==> src/rtl/encoder_counter.sv <==
// encoder_counter: counts filtered edges of an asynchronous pulse input.
// A is synchronized and glitch-filtered, then selected edges advance Count while En is high.
module encoder_counter #(
  parameter int WIDTH      = 8,
  parameter int FILTER_LEN = 4,
  parameter int EDGE_MODE  = 0
) (
  input  logic             CLK,
  input  logic             RST,
  input  logic             A,
  input  logic             En,
  output logic [WIDTH-1:0] Count
);
  localparam logic [3:0] FL = 4'(FILTER_LEN);
  logic s1, s2, f, f_d, rise, fall, hit, acc;
  logic [3:0] r, r_inc;
  always_comb begin
    r_inc = r + 4'd1;
    acc   = (s2 != f) && (r_inc == FL);
    rise  = f & ~f_d;
    fall  = ~f & f_d;
    hit   = EDGE_MODE == 1 ? fall : EDGE_MODE == 2 ? rise | fall : rise;
  end
  // r only runs while s2 disagrees with the accepted level, so any shorter excursion restarts it
  always_ff @(posedge CLK or posedge RST)
    if (RST) begin
      s1    <= 1'b0;
      s2    <= 1'b0;
      f     <= 1'b0;
      f_d   <= 1'b0;
      r     <= 4'd0;
      Count <= '0;
    end else begin
      s1  <= A;
      s2  <= s1;
      f_d <= f;
      r   <= (s2 == f || acc) ? 4'd0 : r_inc;
      if (acc) f <= s2;
      if (hit && En) Count <= Count + WIDTH'(1);
    end
endmodule

==> config.mk <==
export PLATFORM = sky130hd
export DESIGN_NAME = encoder_counter
export DESIGN_NICKNAME = d
export VERILOG_FILES = /design/src/rtl/encoder_counter.sv
export SDC_FILE = /design/constraint.sdc
export NUM_CORES = 1
export LEC_CHECK = 0
export ABC_AREA = 1
export CAP_MARGIN = 20
export CORE_MARGIN = 2
export CORE_UTILIZATION = 48
export DETAILED_ROUTE_END_ITERATION = 10
export GPL_TIMING_DRIVEN = 0
export HOLD_SLACK_MARGIN = 0.1
export PLACE_DENSITY_LB_ADDON = 0.1
export SKIP_LAST_GASP = 1
export SLEW_MARGIN = 10
export SYNTH_ARGS = -nofsm -noshare
export SYNTH_HDL_FRONTEND = slang
export SYNTH_SLANG_ARGS = --single-unit
export TNS_END_PERCENT = 20
==> constraint.sdc <==
create_clock -name CLK -period 3.7 [get_ports CLK]
set_clock_uncertainty 0.15 [all_clocks]
set_input_delay 1.11 -clock CLK [delete_from_list [all_inputs] [get_ports CLK]]
set_output_delay 1.11 -clock CLK [all_outputs]
set_load 0.02 [all_outputs]
==> metrics.md, run 1 <==
| Metric | Value |
|---|---|
| Outcome | `completed` |
| Drt initial violations | `10` |
| Maximum fanout encountered on the critical timing path | `4` |
| Cells along the critical path | `clkdlybuf4s50_1` |
| CTS H-Tree Depth | `1` |
| Remaining antenna violation count | `0` |
| Synthesized-area fraction occupied by adder cells | `3.45%` |
| Post-Route Setup TNS | `0 ns` |
| Termination of the worst setup path | `Count[3]` |
| Simple-Gate Fraction of Synth Area | `29.5%` |
| Fin crit share | `between 60% and 70%` |
| CTS-repair resized insts | `0` |
| Hold Crit Class | `reg -> reg` |
| Die Ht | `42.9 um` |
| Critical R2R Launch | `r[0]` |
| Synthesized area divided by synthesized cell count | `8.64 um2` |
| Upper clock frequency limit | `0.386 GHz` |
| Net Count, Synth | `90` |
| Time the final worst path needs with I/O delays and setup | `2.59 ns` |
| Worst EP arrival | `1.33 ns` |
| Power per unit of standard cell area | `562 nW/um2` |
| Pre-Repair DR Iteration Count | `3` |
| Number of pins exceeding their max-slew limit in the final report | `0` |
| Number of hold buffers added after CTS | `0` |
| Setup slack of the worst register-to-register path | `about 2.4 ns` |
| Via count normalized by instance count | `4.63` |
| Leakage Power | `0.000436 uW` |
| Layout overhead on the synthesized area | `21.0%` |
| Sinks on the clock net | `16` |
| Summed instance area of the synthesized netlist | `just over 700 um2` |
| Drt total wl | `1100 um` |
| Boundary Pins | `12` |
| Buf/Inv on CP | `1` |
| GRT Total Usage | `15.5%` |
| Number of placement rows | `14` |
| Portion of netlist area occupied by mux cells | `0%` |
| Wire length per cell after detailed routing | `around 9.6 um` |
| Sequential cell area fraction in the yosys report | `roughly 55%` |
| Pin count of the biggest net entering global routing | `17` |
| Count of port buffers added during placement | `11` |
| Area fraction in compound gates after synthesis | `0.690%` |
| Maximum number of buffers from clock root to sink | `2` |
| Worst-path clk slew | `0.09 ns` |
| Worst skew pair latency | `~0.27 ns` |
| Clock tree from TritonCTS | `yes` |
| Clock tree root buffer cell | `sky130_fd_sc_hd__clkbuf_4` |
| Setup Fix Bufs, Post-CTS | `0` |
| Fraction of final layout cells sized beyond drive strength 1 | `6.12%` |
| Number of maximum-capacitance constraint violations | `0` |
| RR Endpoint | `r[0]` |
| CTS Buf Count | `3` |
| Leftover overflow at the end of global routing | `0` |
| Unrepaired setup endpoints after global routing | `false` |
| Vias in the first global route | `a little over 500` |
| Via count | `528` |
| DRC errors left | `0` |
| Initial standard-cell utilization of the core | `49.9%` |
| Syn. warnings | `0` |
| Initial antenna violation count | `0` |
| Global-route wire length before repair | `2060 um` |
| Cell with the largest stage delay on the worst path | `sky130_fd_sc_hd__clkdlybuf4s50_1` |
| Detailed-placement wirelength estimate | `838 um` |
| Die extent in x | `42.9 um` |
| Post-synthesis cell count | `84` |
| Cell family with the largest share of critical-path delay | `buffers and inverters` |
| VDD IR-drop max | `around 0.00048 V` |
| CP Class | `reg -> out` |
| Core area | `approximately 1500 um2` |
| Endpoints failing setup | `0` |
| Critical Path Stages | `1` |
| Share of the synthesized netlist area taken by xor and xnor gates | `6.03%` |
| Overall power | `494 uW` |
| Number of diodes added for antenna fixing | `0` |
| Routability-driven placement congestion ratio | `about 0.74` |
| Largest family of logic cells by synthesized area | `simple AND/OR/NAND/NOR gates` |
| Slowest cell delay on critical path | `0.63 ns` |
| CP Capture Type | `primary output` |
| Number of hold-slack violations in the final timing report | `0` |
| Number of storage elements in the synthesis netlist | `16` |
| Nets | `106` |
| Fillers | `approximately 130` |
| Launch point of the worst path | `Count[3]` |
| Critical Path RT | `2.44 ns` |
| Element type at the critical path start | `flip-flop` |
| Max-Slew Margin vs Limit | `61.6%` |
| Transition time at the pin with the least slew margin | `about 0.58 ns` |
| Cell count of the worst reg-to-reg path | `6` |
| Floorplan die area | `1840 um2` |
| Netlist cell types | `14` |
sequential cells by signal, indices dropped and copies added (netlist names):
register,flops
f,1
s2,1
s1,1
Count,8
r,4
f_d,1
through the flow:
step                      hold slack [ns]  worst slack [ns]  util, %  instance area [um2]  instances
after CTS                           0.212              1.10     60.4                  878        114
after detailed placement            0.192              1.26     58.9                  856        111
after global routing                0.217              1.05     60.4                  878        114
after global placement              0.184              1.27     58.9                  856        111
after floorplan                     0.181              1.84        -                  726         84
final                               0.209              1.11     60.4                  878        114
per-layer routing:
layer | vias to the layer above | global-route usage [%] | part of all wire [%]
met5 | - | 0 | 0
met1 | 233 | 21.2 | 54
met2 | 9 | 22.1 | 41
met4 | 0 | 9.38 | 2.1
met3 | 4 | 3.83 | 2.7
li1 | 282 | - | -
cell usage in the layout (no fill, tap or decap):
cell type / n
sky130_fd_sc_hd__xor2_1: 3
sky130_fd_sc_hd__nand3b_1: 1
sky130_fd_sc_hd__nand4_1: 1
sky130_fd_sc_hd__dfrtp_1: 16
sky130_fd_sc_hd__o21ai_1: 1
sky130_fd_sc_hd__ha_1: 2
sky130_fd_sc_hd__clkdlybuf4s50_1: 11
sky130_fd_sc_hd__nand2_1: 32
sky130_fd_sc_hd__inv_1: 10
sky130_fd_sc_hd__nand2_2: 1
sky130_fd_sc_hd__nand3_1: 4
sky130_fd_sc_hd__and2_4: 1
sky130_fd_sc_hd__xnor2_1: 2
sky130_fd_sc_hd__nor2_4: 1
sky130_fd_sc_hd__nor2_1: 9
sky130_fd_sc_hd__clkbuf_4: 3
how the worst min path moves through the flow:
| stage | cells after the start | from | endpoint | slack (ns) |
|---|---|---|---|---|
| floorplan | 0 | s1 | s2 | 0.18 |
| global placement | 0 | s1 | s2 | 0.18 |
| detailed placement | 0 | s1 | s2 | 0.19 |
| CTS | 0 | s1 | s2 | 0.21 |
| global route | 0 | s1 | s2 | 0.22 |
| finish | 0 | s1 | s2 | 0.21 |
logic make-up (layout without fill, tap and decap cells):
family,count (synthesis),in the layout
AO/OA/AOI/OAI,1,1
XOR/XNOR,5,5
adder cells (fa/ha/maj),2,2
buffers and inverters,10,24
flip-flops,16,16
AND/OR/NAND/NOR,50,50
power by group:
part           leakage [uW]  internal [uW]  switching, uW
registers          0.000209            215           41.2
logic              0.000213           69.3           81.0
clock network     0.0000138           37.7           49.7
synth_stat cells:
cell	instances	area, um2
sky130_fd_sc_hd__dfrtp_1	16	400
sky130_fd_sc_hd__nand2_2	1	6.26
sky130_fd_sc_hd__ha_1	2	25.0
sky130_fd_sc_hd__nand2_1	32	120
sky130_fd_sc_hd__nand3b_1	1	7.51
sky130_fd_sc_hd__o21ai_1	1	5.00
sky130_fd_sc_hd__nor2_4	1	11.3
sky130_fd_sc_hd__and2_4	1	8.76
sky130_fd_sc_hd__inv_1	10	37.5
sky130_fd_sc_hd__nor2_1	9	33.8
sky130_fd_sc_hd__nand4_1	1	6.26
sky130_fd_sc_hd__xnor2_1	2	17.5
sky130_fd_sc_hd__nand3_1	4	20.0
sky130_fd_sc_hd__xor2_1	3	26.3
final cells by class:
class,count,area (um2),area share [%]
sequential,16,400,45.6
multi-input combinational,58,288,32.8
inverter,10,37.5,4.27
tap,16,20.0,2.28
timing repair buffer,11,110,12.5
clock buffer,3,22.5,2.56
Power figures use the tool's default switching activity.
==> run 2: changes to the inputs <==
clock period = 2.7 ns   (was 3.7 ns; I/O delays follow)
==> results of run 2 <==
The final DEF is identical to that of run 1. Status: completed.
Among the figures that moved: setup slack after placement 1.26 ns -> 0.564 ns; setup slack after layout 1.11 ns -> 0.412 ns; register-to-register setup slack 2.39 ns -> 1.39 ns; total power 494 uW -> 677 uW; worst IR drop on VDD 0.000481 V -> 0.000660 V
